[src/rtl/dmem_ctrl_if.sv]
// Core load/store handshake plus byte-wide RAM port for dmem_ctrl.
// slave = controller side, master = core/RAM side.
interface dmem_ctrl_if #(
  parameter int ADDR_WIDTH = 16,
  parameter int DWIDTH     = 16
);
  logic                  req_valid;
  logic                  req_ready;
  logic                  req_we;
  logic                  req_size;
  logic [ADDR_WIDTH-1:0] req_addr;
  logic [DWIDTH-1:0]     req_wdata;
  logic                  rsp_valid;
  logic [DWIDTH-1:0]     rsp_rdata;
  logic [ADDR_WIDTH-1:0] ram_addr;
  logic [7:0]            ram_din;
  logic                  ram_we;
  logic [7:0]            ram_dout;

  modport master (
    output req_valid, req_we, req_size, req_addr, req_wdata, ram_dout,
    input  req_ready, rsp_valid, rsp_rdata, ram_addr, ram_din, ram_we
  );

  modport slave (
    input  req_valid, req_we, req_size, req_addr, req_wdata, ram_dout,
    output req_ready, rsp_valid, rsp_rdata, ram_addr, ram_din, ram_we
  );
endinterface

[src/rtl/dmem_ctrl.sv]
// 16-bit load/store to byte RAM sequencer, little-endian, one request at a time.
// Define DMEM_CTRL_BYTE_ACCESS_EN to honour req_size (single-byte accesses).
module dmem_ctrl #(
  parameter int ADDR_WIDTH = 16,
  parameter int DWIDTH     = 16
) (
  input  logic        clk,
  input  logic        rst,
  dmem_ctrl_if.slave  bus
);

  typedef enum logic [2:0] {IDLE, WR_LO, WR_HI, RD_LO, RD_HI, RD_LAST, RESP} state_t;

  state_t                state, state_d;
  logic [ADDR_WIDTH-1:0] addr_q, addr_d;
  logic [DWIDTH-1:0]     wdata_q, wdata_d;
  logic [DWIDTH-1:0]     rdata_q, rdata_d;
  logic [7:0]            lo_q, lo_d;
  logic [ADDR_WIDTH-1:0] ram_addr_q, ram_addr_d;
  logic [7:0]            din_q, din_d;
  logic                  ram_we_q, ram_we_d;
  logic                  rsp_valid_q, rsp_valid_d;

`ifdef DMEM_CTRL_BYTE_ACCESS_EN
  logic                  byte_q, byte_d;
`else
  logic                  unused_size;
  assign unused_size = bus.req_size;
`endif

  // RAM-facing outputs are computed one state ahead so they are registered
  // yet line up with the state they belong to.
  always_comb begin
    state_d     = state;
    addr_d      = addr_q;
    wdata_d     = wdata_q;
    rdata_d     = rdata_q;
    lo_d        = lo_q;
    ram_addr_d  = ram_addr_q;
    din_d       = din_q;
    ram_we_d    = 1'b0;
    rsp_valid_d = 1'b0;
`ifdef DMEM_CTRL_BYTE_ACCESS_EN
    byte_d      = byte_q;
`endif
    case (state)
      IDLE: begin
        if (bus.req_valid) begin
          addr_d     = bus.req_addr;
          wdata_d    = bus.req_wdata;
          ram_addr_d = bus.req_addr;
          if (bus.req_we) begin
            din_d    = bus.req_wdata[7:0];
            ram_we_d = 1'b1;
            state_d  = WR_LO;
          end else begin
            state_d  = RD_LO;
          end
`ifdef DMEM_CTRL_BYTE_ACCESS_EN
          byte_d = bus.req_size;
          if (bus.req_size) state_d = bus.req_we ? WR_HI : RD_HI;
`endif
        end
      end
      WR_LO: begin
        ram_addr_d = addr_q + 1'b1;
        din_d      = wdata_q[DWIDTH-1:8];
        ram_we_d   = 1'b1;
        state_d    = WR_HI;
      end
      WR_HI: begin
        rsp_valid_d = 1'b1;
        state_d     = RESP;
      end
      RD_LO: begin
        ram_addr_d = addr_q + 1'b1;
        state_d    = RD_HI;
      end
      RD_HI: begin
        lo_d    = bus.ram_dout;
        state_d = RD_LAST;
      end
      RD_LAST: begin
        rdata_d = {bus.ram_dout, lo_q};
`ifdef DMEM_CTRL_BYTE_ACCESS_EN
        if (byte_q) rdata_d = {8'h00, bus.ram_dout};
`endif
        rsp_valid_d = 1'b1;
        state_d     = RESP;
      end
      RESP:    state_d = IDLE;
      default: state_d = IDLE;
    endcase
  end

  always_ff @(posedge clk or posedge rst) begin
    if (rst) begin
      state       <= IDLE;
      addr_q      <= '0;
      wdata_q     <= '0;
      rdata_q     <= '0;
      lo_q        <= '0;
      ram_addr_q  <= '0;
      din_q       <= '0;
      ram_we_q    <= 1'b0;
      rsp_valid_q <= 1'b0;
`ifdef DMEM_CTRL_BYTE_ACCESS_EN
      byte_q      <= 1'b0;
`endif
    end else begin
      state       <= state_d;
      addr_q      <= addr_d;
      wdata_q     <= wdata_d;
      rdata_q     <= rdata_d;
      lo_q        <= lo_d;
      ram_addr_q  <= ram_addr_d;
      din_q       <= din_d;
      ram_we_q    <= ram_we_d;
      rsp_valid_q <= rsp_valid_d;
`ifdef DMEM_CTRL_BYTE_ACCESS_EN
      byte_q      <= byte_d;
`endif
    end
  end

  assign bus.req_ready = (state == IDLE);
  assign bus.rsp_valid = rsp_valid_q;
  assign bus.rsp_rdata = rdata_q;
  assign bus.ram_addr  = ram_addr_q;
  assign bus.ram_din   = din_q;
  assign bus.ram_we    = ram_we_q;

endmodule

[src/flat_wrapper.sv]
// flat-port wrapper written by rule: the top's interface ports become plain ports
module dmem_ctrl_flat 
#(
  parameter int ADDR_WIDTH = 16,
  parameter int DWIDTH     = 16
)
  (clk, rst, bus_req_valid, bus_req_we, bus_req_size, bus_req_addr, bus_req_wdata, bus_ram_dout, bus_req_ready, bus_rsp_valid, bus_rsp_rdata, bus_ram_addr, bus_ram_din, bus_ram_we);
  dmem_ctrl_if #(.ADDR_WIDTH(ADDR_WIDTH), .DWIDTH(DWIDTH)) bus_i ();
  input  logic clk;
  input  logic rst;
  input wire logic [$bits(bus_i.req_valid)-1:0] bus_req_valid;
  input wire logic [$bits(bus_i.req_we)-1:0] bus_req_we;
  input wire logic [$bits(bus_i.req_size)-1:0] bus_req_size;
  input wire logic [$bits(bus_i.req_addr)-1:0] bus_req_addr;
  input wire logic [$bits(bus_i.req_wdata)-1:0] bus_req_wdata;
  input wire logic [$bits(bus_i.ram_dout)-1:0] bus_ram_dout;
  output wire logic [$bits(bus_i.req_ready)-1:0] bus_req_ready;
  output wire logic [$bits(bus_i.rsp_valid)-1:0] bus_rsp_valid;
  output wire logic [$bits(bus_i.rsp_rdata)-1:0] bus_rsp_rdata;
  output wire logic [$bits(bus_i.ram_addr)-1:0] bus_ram_addr;
  output wire logic [$bits(bus_i.ram_din)-1:0] bus_ram_din;
  output wire logic [$bits(bus_i.ram_we)-1:0] bus_ram_we;
  assign bus_i.req_valid = bus_req_valid;
  assign bus_i.req_we = bus_req_we;
  assign bus_i.req_size = bus_req_size;
  assign bus_i.req_addr = bus_req_addr;
  assign bus_i.req_wdata = bus_req_wdata;
  assign bus_i.ram_dout = bus_ram_dout;
  assign bus_req_ready = bus_i.req_ready;
  assign bus_rsp_valid = bus_i.rsp_valid;
  assign bus_rsp_rdata = bus_i.rsp_rdata;
  assign bus_ram_addr = bus_i.ram_addr;
  assign bus_ram_din = bus_i.ram_din;
  assign bus_ram_we = bus_i.ram_we;
  dmem_ctrl #(.ADDR_WIDTH(ADDR_WIDTH), .DWIDTH(DWIDTH)) u_core (.clk(clk), .rst(rst), .bus(bus_i));
endmodule
[config.mk]
export PLATFORM = sky130hd
export DESIGN_NAME = dmem_ctrl_flat
export DESIGN_NICKNAME = d
export VERILOG_FILES = /design/src/rtl/dmem_ctrl_if.sv /design/src/rtl/dmem_ctrl.sv /design/src/flat_wrapper.sv
export SDC_FILE = /design/constraint.sdc
export NUM_CORES = 1
export LEC_CHECK = 0
export ABC_AREA = 0
export BUFFER_PORTS_ARGS = -buffer_cell sky130_fd_sc_hd__buf_2
export CORE_MARGIN = 5
export CORE_UTILIZATION = 57
export DETAILED_ROUTE_END_ITERATION = 8
export GPL_ROUTABILITY_DRIVEN = 0
export HOLD_SLACK_MARGIN = 0.12
export PLACE_DENSITY = 0.85
export SLEW_MARGIN = 20
export SYNTH_ARGS = -nofsm -noshare
export SYNTH_HDL_FRONTEND = slang
export SYNTH_SLANG_ARGS = --single-unit
[constraint.sdc]
create_clock -name clk -period 5.09 [get_ports clk]
set_input_delay 1.018 -clock clk [delete_from_list [all_inputs] [get_ports clk]]
set_output_delay 1.018 -clock clk [all_outputs]
set_load 0.02 [all_outputs]
Word level (Yosys, flattened, before mapping)
Index checks and enable logic that the tools add are counted.
W data, S select, Z words.
{"block": "word_totals", "register_bits": 85, "output_inout_bits": 43, "input_bits": 45}
{"block": "op_classes", "eq_ne": 7, "n_reduce_logical": 8, "n_addsub": 1, "n_mux": 12}
{"cell": "$pmux W16 S2", "n": 1}
{"cell": "$add A16 B1 Y16 const B", "n": 1}
{"cell": "$mux W16", "n": 1}
{"cell": "$mux W8", "n": 2}
{"cell": "$pmux W8 S2", "n": 1}
{"cell": "$pmux W3 S5", "n": 1}
{"cell": "$eq A3 B2 Y1 const B", "n": 2}
{"cell": "$eq A3 B3 Y1 const B", "n": 2}
{"cell": "$ne A2 B2 Y1 const B", "n": 2}
{"cell": "$reduce_and A2 Y1", "n": 2}
{"cell": "$reduce_bool A2 Y1", "n": 2}
{"cell": "$reduce_or A2 Y1", "n": 2}
{"cell": "$eq A3 B1 Y1 const B", "n": 1}
{"cell": "$logic_not A3 Y1", "n": 1}
{"cell": "$mux W1", "n": 3}
{"cell": "$mux W3", "n": 1}
{"cell": "$reduce_and A3 Y1", "n": 1}
{"cell": "$mux W2", "n": 1}
{"cell": "$pmux W1 S2", "n": 1}

Logic depth before layout (Yosys ltp)
{"block": "depth", "word_depth": 4, "ltp_mapped": 7, "mapped_depth_nobuf": 5}

Worst setup path after synthesis
OpenSTA, ideal clock, no wires.
{"block": "synth_path", "kind": "input -> register", "start": "input port bus_req_valid", "end": "register u_core.ram_addr_q[9], in the netlist u_core.bus.ram_addr[9]", "path_slack_ns": 3.160, "t_arrival_ns": 1.803, "cell_stages": 5, "setup_time_ns": 0.127, "path_cell_list": "nor4b_4 buf_6 nor2_1 a22oi_1 o21ai_1"}
{"block": "synth_via", "elab_chain_cells": 2}
{"item": "start: declaration", "line_no": "flat_wrapper.sv:11", "rtl": "input wire logic [$bits(bus_i.req_valid)-1:0] bus_req_valid;"}
{"item": "$ne A2 B2 Y1 (no source line)"}
{"item": "$reduce_and A2 Y1 (no source line)"}
{"item": "end signal: assignment", "line_no": "dmem_ctrl.sv:116", "rtl": "ram_addr_q <= ram_addr_d;"}
{"item": "end: declaration", "line_no": "dmem_ctrl.sv:19", "rtl": "logic [ADDR_WIDTH-1:0] ram_addr_q, ram_addr_d;"}
Every way passes these cells.
A chain may end at the register's enable or synchronous reset.

Worst setup path in the final report
{"block": "layout_path", "start": "register u_core.state[0]", "end": "output port bus_req_ready"}
{"block": "layout_via", "elab_chain_cells": 1}
{"item": "start: declaration", "line_no": "dmem_ctrl.sv:14", "rtl": "state_t state, state_d;"}
{"item": "start signal: assignment", "line_no": "dmem_ctrl.sv:111", "rtl": "state <= state_d;"}
{"item": "$logic_not A3 Y1", "line_no": "dmem_ctrl.sv:126", "rtl": "assign bus.req_ready = (state == IDLE);"}
{"item": "end: declaration", "line_no": "flat_wrapper.sv:17", "rtl": "output wire logic [$bits(bus_i.req_ready)-1:0] bus_req_ready;"}
Every way passes these cells.

==> flow_summary.ini <==
[setup_path]
startpoint = u_core.state[0]
cp.required_ns = 4.07
endpoint = bus_req_ready
r2r_setup_slack_ns = 2.95
worstSetupPathType = reg2out
endpoint_kind = output pin
reg2reg_depth = 4
crit_fanout = 11
rr_endpoint = u_core.bus.ram_din[0]
cp_data_arrival_time_ns = 1.42
rr_startpoint = u_core.state[0]
critPathLaunchType = flip-flop

[clock_tree]
post-cts-setup-buffers = 0
clk_pin_slew_ns = 0.08
cts-root-buf = clkbuf_8
cts_tree = done
clock_latency_ns = 0.35
cts.path.max_buffers = 2
cts_hold_buf = 0
htreeDepth = 3
numCtsBuffers = 9
cts.repair.resized = 0
cts.sinks = 77

[sta]
tightest_slew_ns = 0.9614
setup_tns_ns = 0
max_clock_freq_ghz = 0.4102
hold_viol = 0
skew_ns = 0.006274
drv_slew = 0
finalCritPeriodShare_pct = 47.90
rsz0062_at_grt = no
setup_violations = 0
relSlewSlack_pct = 35.91
fin_crit_ns = 2.438

[route]
drt-initial-drc-count = 75
antenna_left = 0
vias = 2446
wirelength_microns = 7022
wire_per_inst_microns = 15.20
drt-vias-per-instance = 5.294
drt-pass1-iter-count = 4
drc = 0

[global_route]
overflow = 0
busiest_layer = met2
grt_pass1_wl_microns = 11900
grt_max_degree = 78
grt_pass1_vias = 2528
gr-usage-all-layers_pct = 19.97
antenna_found_initial = 0
gr-usage-met1_pct = 25.20
use_met2_pct = 33.22
grt_use_met3_pct = 5.866

[synth]
synth_seq_cells = 77
ys.warnings.count = 0
syn_inst = 295
synth_edf_count = 0
synthFlopType = dfrtp_1
yosysTopAreaCell = dfrtp_1
synth_area_leaders = dfrtp_1, nand2_1, mux2_4
synth-async-reset-ratio_pct = 100.0
synth_cell_types = 42
netlist_area_sq_mm = 0.003425
ys_seq_area_share_pct = 56.27
synth_nets = 341
synth_area_per_cell_sq_um = 11.61
synth_top_area_share_pct = 56.27

[final_layout]
area_growth_pct = 19.25
layout_common_cells = buf_2, dfrtp_1, nand2_1
final_common_cell = buf_2
n_antenna_cell = 0
drive_above_1_share_pct = 34.88
fin_nets = 428
final_area_sq_mm = 0.004084
post-route-util_pct = 69.39

[die]
die_w_microns = 87.51
die_y_microns = 87.51
die_area_sq_mm = 0.007658
core_sq_mm = 0.005886
initial_core_util_pct = 58.18
fp-row-count = 28
io_pins = 88

[power]
pwr_density_cell_mw_per_mm2 = 678.5
ir_worst_vdd_mv = 0.3801
power.leakage_uw = 0.002004
p_total_uw = 2771

[place]
place_area_sq_mm = 0.003875
hpwl_microns = 4858
port_buffers = 86

[job]
cap_violations = 0

[min_path]
hold_class = reg2reg

[outcome]
status = finished clean
==> where the power goes <==
group / total (uW) / internal [uW] / switching, uW
sequential: 1160 / 915 / 244
clock: 481 / 243 / 237
combinational: 1130 / 496 / 635
==> state kept, by name (all words and copies together) (netlist names) <==
name / cells
u_core.bus.rsp_valid: 1
u_core.addr_q: 16
u_core.wdata_q: 8
u_core.bus.ram_addr: 16
u_core.state: 3
u_core.bus.rsp_rdata: 16
u_core.bus.ram_we: 1
u_core.lo_q: 8
u_core.bus.ram_din: 8
==> cells by family after synthesis <==
family | share of synthesized area (%)
and+or+nand+nor | 15.49
DFF | 56.27
AOI/OAI and AO/OA | 9.426
muxes | 11.11
buffers and inverters | 3.507
xor gates and xnor gates | 3.836
adders and majority gates | 0.3653
==> worst min-delay path by stage <==
stage	start	to	slack (ns)	depth (start not counted)
global placement	u_core.wdata_q[13]	u_core.wdata_q[13]	0.46	2
finish	u_core.wdata_q[15]	u_core.wdata_q[15]	0.49	2
global route	u_core.bus.rsp_rdata[4]	u_core.bus.rsp_rdata[4]	0.51	1
CTS	u_core.wdata_q[15]	u_core.wdata_q[15]	0.48	2
detailed placement	u_core.wdata_q[15]	u_core.wdata_q[15]	0.46	2
floorplan	u_core.wdata_q[10]	u_core.wdata_q[10]	0.45	2
==> worst max-delay path, stage by stage, from the launching register on <==
cell	delay (ns)
dfrtp_1	0.57
nor3_4	0.30
buf_2	0.21
==> layout make-up <==
class / instances / area, sq um
flip-flops and latches: 77 / 1927
clock buffers: 10 / 137.6
multi-input cells: 200 / 1383
fillers: 457 / 1802
inverters: 5 / 18.77
repair buffers: 89 / 452.9
clock inverters: 6 / 71.32
well taps: 75 / 93.84
==> through the flow <==
stage	hold WS [ns]	instances	worst slack [ns]
floorplan	0.4454	295	2.105
global placement	0.4577	446	2.526
detailed placement	0.4628	446	2.486
CTS	0.4839	462	2.638
global route	0.5059	462	2.585
finish	0.4865	462	2.652
==> cells in the mapped netlist, types with 4 or more instances <==
master,count
nor4_1,4
inv_1,4
and2_1,10
xnor2_1,13
a21o_1,10
mux2i_1,8
dfrtp_1,77
o21ai_1,9
mux2_4,8
mux2_1,9
a211oi_1,10
mux2_2,7
a21oi_1,9
buf_6,6
nor3_1,4
nand3_1,5
nand2_1,58
nor2_1,8
==> per-layer routing <==
metal  wire (microns)  vias to the layer above
met2             3425                       65
met4               66                        0
met3              468                        9
li1                 -                     1187
met5                0                        -
met1             3062                     1185
Note: power is estimated with default switching activity, not from simulation.
